File: config.mk
export PLATFORM = sky130hd
export DESIGN_NAME = rf_op_sequencer
export DESIGN_NICKNAME = d
export VERILOG_FILES = /design/src/rtl/rf_op_sequencer.sv
export SDC_FILE = /design/constraint.sdc
export NUM_CORES = 1
export LEC_CHECK = 0
export ABC_CLOCK_PERIOD_IN_PS = 4000
export BUFFER_PORTS_ARGS = -buffer_cell sky130_fd_sc_hd__buf_2
export CORE_MARGIN = 2
export CORE_UTILIZATION = 57
export CTS_CLUSTER_SIZE = 28
export DETAILED_ROUTE_END_ITERATION = 8
export HOLD_SLACK_MARGIN = 0.15
export PLACE_DENSITY = 0.82
export SYNTH_ARGS = -nofsm -noshare
export SYNTH_HDL_FRONTEND = slang
export SYNTH_SLANG_ARGS = --single-unit
File: constraint.sdc
create_clock -name clk -period 4 [get_ports clk]
set_input_delay 0.8 -clock clk [delete_from_list [all_inputs] [get_ports clk]]
set_output_delay 0.8 -clock clk [all_outputs]
set_load 0.1 [all_outputs]
File: src/rtl/rf_op_sequencer.sv
// Register-file micro-op sequencer: IDLE -> READ -> EXEC -> WRITE, 4 cycles per instruction.
// Accepts a new instruction only in IDLE (instr_ready); fields presented in other states are ignored.
module rf_op_sequencer #(
   parameter int DW = 16,
   parameter int AW = 3
) (
   input  logic          clk,
   input  logic          reset,
   input  logic          instr_valid,
   output logic          instr_ready,
   input  logic [2:0]    instr_op,
   input  logic [AW-1:0] instr_rd,
   input  logic [AW-1:0] instr_rs1,
   input  logic [AW-1:0] instr_rs2,
   input  logic [DW-1:0] instr_imm,
   output logic [AW-1:0] rf_rd_addr_a,
   output logic [AW-1:0] rf_rd_addr_b,
   input  logic [DW-1:0] rf_d_out_a,
   input  logic [DW-1:0] rf_d_out_b,
   output logic          rf_wr,
   output logic [AW-1:0] rf_wr_addr,
   output logic [DW-1:0] rf_d_in,
   output logic [DW-1:0] result,
   output logic          carry,
   output logic          zero,
   output logic          done
);

   typedef enum logic [1:0] {
      IDLE  = 2'd0,
      READ  = 2'd1,
      EXEC  = 2'd2,
      WRITE = 2'd3
   } state_t;

   localparam logic [2:0] OP_ADD = 3'b000;
   localparam logic [2:0] OP_SUB = 3'b001;
   localparam logic [2:0] OP_AND = 3'b010;
   localparam logic [2:0] OP_OR  = 3'b011;
   localparam logic [2:0] OP_XOR = 3'b100;
   localparam logic [2:0] OP_NOT = 3'b101;
   localparam logic [2:0] OP_LDI = 3'b110;
   localparam logic [2:0] OP_MOV = 3'b111;

   state_t        state_q, state_d;
   logic [2:0]    op_q, op_d;
   logic [AW-1:0] rd_q, rd_d;
   logic [AW-1:0] rs1_q, rs1_d;
   logic [AW-1:0] rs2_q, rs2_d;
   logic [DW-1:0] imm_q, imm_d;
   logic [DW-1:0] opa_q, opa_d;
   logic [DW-1:0] opb_q, opb_d;
   logic [DW-1:0] result_q, result_d;
   logic          carry_q, carry_d;
   logic          zero_q, zero_d;

   logic [DW:0]   alu_ext;
   logic [DW-1:0] alu_res;
   logic          alu_c;

   // 17-bit extended arithmetic: bit DW is the ADD carry or the SUB borrow.
   always_comb begin
      alu_ext = '0;
      case (op_q)
         OP_ADD:  alu_ext = {1'b0, opa_q} + {1'b0, opb_q};
         OP_SUB:  alu_ext = {1'b0, opa_q} - {1'b0, opb_q};
         OP_AND:  alu_ext = {1'b0, opa_q & opb_q};
         OP_OR:   alu_ext = {1'b0, opa_q | opb_q};
         OP_XOR:  alu_ext = {1'b0, opa_q ^ opb_q};
         OP_NOT:  alu_ext = {1'b0, ~opa_q};
         OP_LDI:  alu_ext = {1'b0, imm_q};
         OP_MOV:  alu_ext = {1'b0, opa_q};
         default: alu_ext = '0;
      endcase
      alu_res = alu_ext[DW-1:0];
      alu_c   = alu_ext[DW];
   end

   always_comb begin
      state_d  = state_q;
      op_d     = op_q;
      rd_d     = rd_q;
      rs1_d    = rs1_q;
      rs2_d    = rs2_q;
      imm_d    = imm_q;
      opa_d    = opa_q;
      opb_d    = opb_q;
      result_d = result_q;
      carry_d  = carry_q;
      zero_d   = zero_q;
      case (state_q)
         IDLE: begin
            if (instr_valid) begin
               op_d    = instr_op;
               rd_d    = instr_rd;
               rs1_d   = instr_rs1;
               rs2_d   = instr_rs2;
               imm_d   = instr_imm;
               state_d = READ;
            end
         end
         READ: begin
            opa_d   = rf_d_out_a;
            opb_d   = rf_d_out_b;
            state_d = EXEC;
         end
         EXEC: begin
            result_d = alu_res;
            carry_d  = alu_c;
            zero_d   = (alu_res == '0);
            state_d  = WRITE;
         end
         WRITE: begin
            state_d = IDLE;
         end
         default: begin
            state_d = IDLE;
         end
      endcase
   end

   always_ff @(posedge clk or posedge reset) begin
      if (reset) begin
         state_q  <= IDLE;
         op_q     <= '0;
         rd_q     <= '0;
         rs1_q    <= '0;
         rs2_q    <= '0;
         imm_q    <= '0;
         opa_q    <= '0;
         opb_q    <= '0;
         result_q <= '0;
         carry_q  <= 1'b0;
         zero_q   <= 1'b0;
      end else begin
         state_q  <= state_d;
         op_q     <= op_d;
         rd_q     <= rd_d;
         rs1_q    <= rs1_d;
         rs2_q    <= rs2_d;
         imm_q    <= imm_d;
         opa_q    <= opa_d;
         opb_q    <= opb_d;
         result_q <= result_d;
         carry_q  <= carry_d;
         zero_q   <= zero_d;
      end
   end

   // Strobes come straight from the state register so they cannot glitch.
   assign instr_ready  = (state_q == IDLE);
   assign rf_wr        = (state_q == WRITE);
   assign done         = (state_q == WRITE);
   assign rf_wr_addr   = rd_q;
   assign rf_d_in      = result_q;
   assign rf_rd_addr_a = rs1_q;
   assign rf_rd_addr_b = rs2_q;
   assign result       = result_q;
   assign carry        = carry_q;
   assign zero         = zero_q;

endmodule

==> reports/metrics.yaml <==
outcome:
  status: "finished clean"
setup_path:
  cp_top_family: "compound AO/OA/AOI/OAI gates"
  critPathLaunchType: "flip-flop"
  worstPathArrival_ns: 3.90
  endpoint_kind: "flip-flop"
  r2r_start: "op_q[1]"
  reg2reg_depth: 14
  path_cells: "or2_2, nor2_1, buf_4, nor2_1, xnor2_1, ha_1, o21ai_0, a21boi_0, o31a_1, o211a_1, or3_1, a311oi_1, and4_1, a31o_1"
  crit_top_cell: "nor2_1"
  worst-path-buf-inv: 1
  cp_max_fo: 7
  regToRegEndpoint: "zero"
  critical_path_class: "reg -> reg"
  cpPeakStageDelay_ns: 0.39
  r2r_slack_ns: 0.40
  crit_required_ns: 4.31
  cpMaxStageDelayCell: "dfrtp_1"
drt:
  via_per_inst: 5.89
  vias: 5045
  drc: 0
  post_drt_wl_per_cell_um: 16.6
  dr.pass1.iters: 5
  routed_wl_um: 14200
  ant_nets: 0
  drtIter0Drc: 369
yosys:
  yosysUniqueCellTypes: 64
  yosysTopAreaCell: "dfrtp_1"
  seq_area_frac_synth: 0.348
  netlist_area_sq_mm: 0.00575
  synth.area.top_cells: "dfrtp_1, ha_1, mux2_2"
  synth_top_cell_area_share: 0.348
  synth_flop_cell: "dfrtp_1"
  async_reset_ff_frac: 1.00
  synthTopCellsByCount: "dfrtp_1, nand2_1, o21ai_0"
  avgSynthCellArea_sq_um: 9.01
  yosysMostFrequentCell: "dfrtp_1"
  yosys_register_bits: 80
  ys_warn_count: 0
  synthCells: 638
  synth_edf_count: 0
  syn_nets: 755
die:
  die_area_sq_mm: 0.0109
  dieHeight_um: 104
  core.rowCount: 36
  initial_utilization: 0.588
  ios: 109
  coreArea_sq_mm: 0.00977
  die_x_um: 104
cts:
  h-tree-depth: 3
  root_buffer: "clkbuf_8"
  clock_path_buffers: 2
  cts_tree: "built"
  clkLatencyLatePin_ns: 0.37
  cts_made_buffers: 9
  clock_sinks: 80
  cts.clk_slew.worst_paths_ns: 0.08
place:
  dp_slack_ns: 0.462
  dp.cells: 841
  portBuffers: 108
  gp_congestion: 0.925
  hpwlAfterDp_um: 10500
sta:
  rsz0062_at_grt: "false"
  finalHoldViolCount: 0
  layout_setup_ws_ns: 0.402
  finClkSkew_ns: 0.00722
  setup_violations: 0
  relSlewSlack: 0.312
  slew_viol_final: 0
  fin_tns_setup_ns: 0
  tightestPinTransition_ns: 1.03
  max_freq_mhz: 278
  finalCriticalPeriod_ns: 3.60
  fin_crit_sh: 0.899
global_routing:
  antenna_found_initial: 0
  overflow: 0
  track_usage: 0.270
  grt_pass1_wl_um: 23700
  grt_pass1_vias: 4972
  grt_max_degree: 65
cells_and_area:
  nets: 836
  antenna_cells: 0
  area_growth_pct: 12.3
  nFillCells: 801
  final_cells: 857
  drive_gt1_frac: 0.251
min_path:
  worst_hold_path_type: "in -> async"
run:
  cap_violations: 0
## sequential cells by signal (all words and copies together) (netlist names)
| register | flops |
|---|---|
| opb_q | 16 |
| rf_wr_addr | 3 |
| result | 16 |
| opa_q | 16 |
| carry | 1 |
| zero | 1 |
| imm_q | 16 |
| rf_rd_addr_a | 3 |
| rf_rd_addr_b | 3 |
| op_q | 3 |
| state_q | 2 |
## routing by layer
layer | global-route usage | share of wire | wire [um] | up-vias
met4 | 0.0936 | 0.017 | 239 | 0
li1 | - | - | - | 2392
met5 | 0 | 0 | 0 | -
met1 | 0.368 | 0.45 | 6440 | 2379
met2 | 0.431 | 0.45 | 6440 | 249
met3 | 0.0520 | 0.078 | 1120 | 25
## per-stage QoR
stage | hold WS (ns) | util | cell area [sq um]
after floorplan | 0.474 | - | 5750
after global placement | 0.483 | 0.641 | 6260
after detailed placement | 0.490 | 0.641 | 6260
after CTS | 0.472 | 0.660 | 6450
after global routing | 0.498 | 0.661 | 6460
final | 0.463 | 0.661 | 6460
## cell families after synthesis
kind of cell    Yosys count  synth area share
compound gates          168             0.189
mux                      46            0.0914
xor+xnor                 24            0.0366
simple gates            166             0.134
flops                    80             0.348
buf+inv                 100            0.0823
fa+ha+maj                54             0.119
## worst max path at each step
stage	start	to	slack, ns	depth (start not counted)
after CTS	op_q[1]	zero	0.44	13
after detailed placement	op_q[1]	zero	0.46	14
after floorplan	op_q[2]	zero	0.38	16
after global placement	op_q[1]	zero	0.53	14
after global routing	opb_q[1]	zero	0.05	15
final	op_q[1]	zero	0.40	14
## final cells by class
type / instances / area, sq um / area share
sequential: 80 / 2000 / 0.310
timing repair buffer: 120 / 631 / 0.0977
inverter: 50 / 189 / 0.0293
multi-input combinational: 458 / 3280 / 0.507
clock inverter: 5 / 41.3 / 0.00640
tap: 133 / 166 / 0.0258
clock buffer: 11 / 151 / 0.0234
## cells in the final DEF, fill, tap and decap left out, types with 3 or more instances in the layout
| cell | synthesis | routed |
|---|---|---|
| mux2i_1 | 6 | 6 |
| ha_1 | 53 | 52 |
| clkinv_4 | 0 | 3 |
| or3_1 | 7 | 7 |
| buf_4 | 18 | 12 |
| a21o_1 | 4 | 4 |
| nor2_1 | 43 | 43 |
| nand2b_1 | 16 | 16 |
| and3_1 | 4 | 4 |
| a31oi_1 | 12 | 12 |
| nand2_1 | 60 | 60 |
| a221oi_1 | 9 | 9 |
| nor2b_1 | 5 | 5 |
| nand3_1 | 13 | 13 |
| o211ai_1 | 5 | 5 |
| o41ai_1 | 4 | 4 |
| o21ai_0 | 57 | 57 |
| mux2_2 | 38 | 38 |
| inv_1 | 50 | 49 |
| buf_2 | 6 | 108 |
| nor3_1 | 7 | 7 |
| a211oi_1 | 7 | 7 |
| xnor2_1 | 19 | 19 |
| clkbuf_8 | 0 | 11 |
| xor2_1 | 5 | 5 |
| a21oi_1 | 35 | 35 |
| dfrtp_1 | 80 | 80 |
## repair_timing
item,in CTS,in global routing
setup endpoints to repair,0,1
gates resized for setup,0,1
hold buffers,0,0
setup buffers,0,0
Power is not shown: default switching activity piles up to over one toggle a cycle in this logic, so the estimate is an artifact.
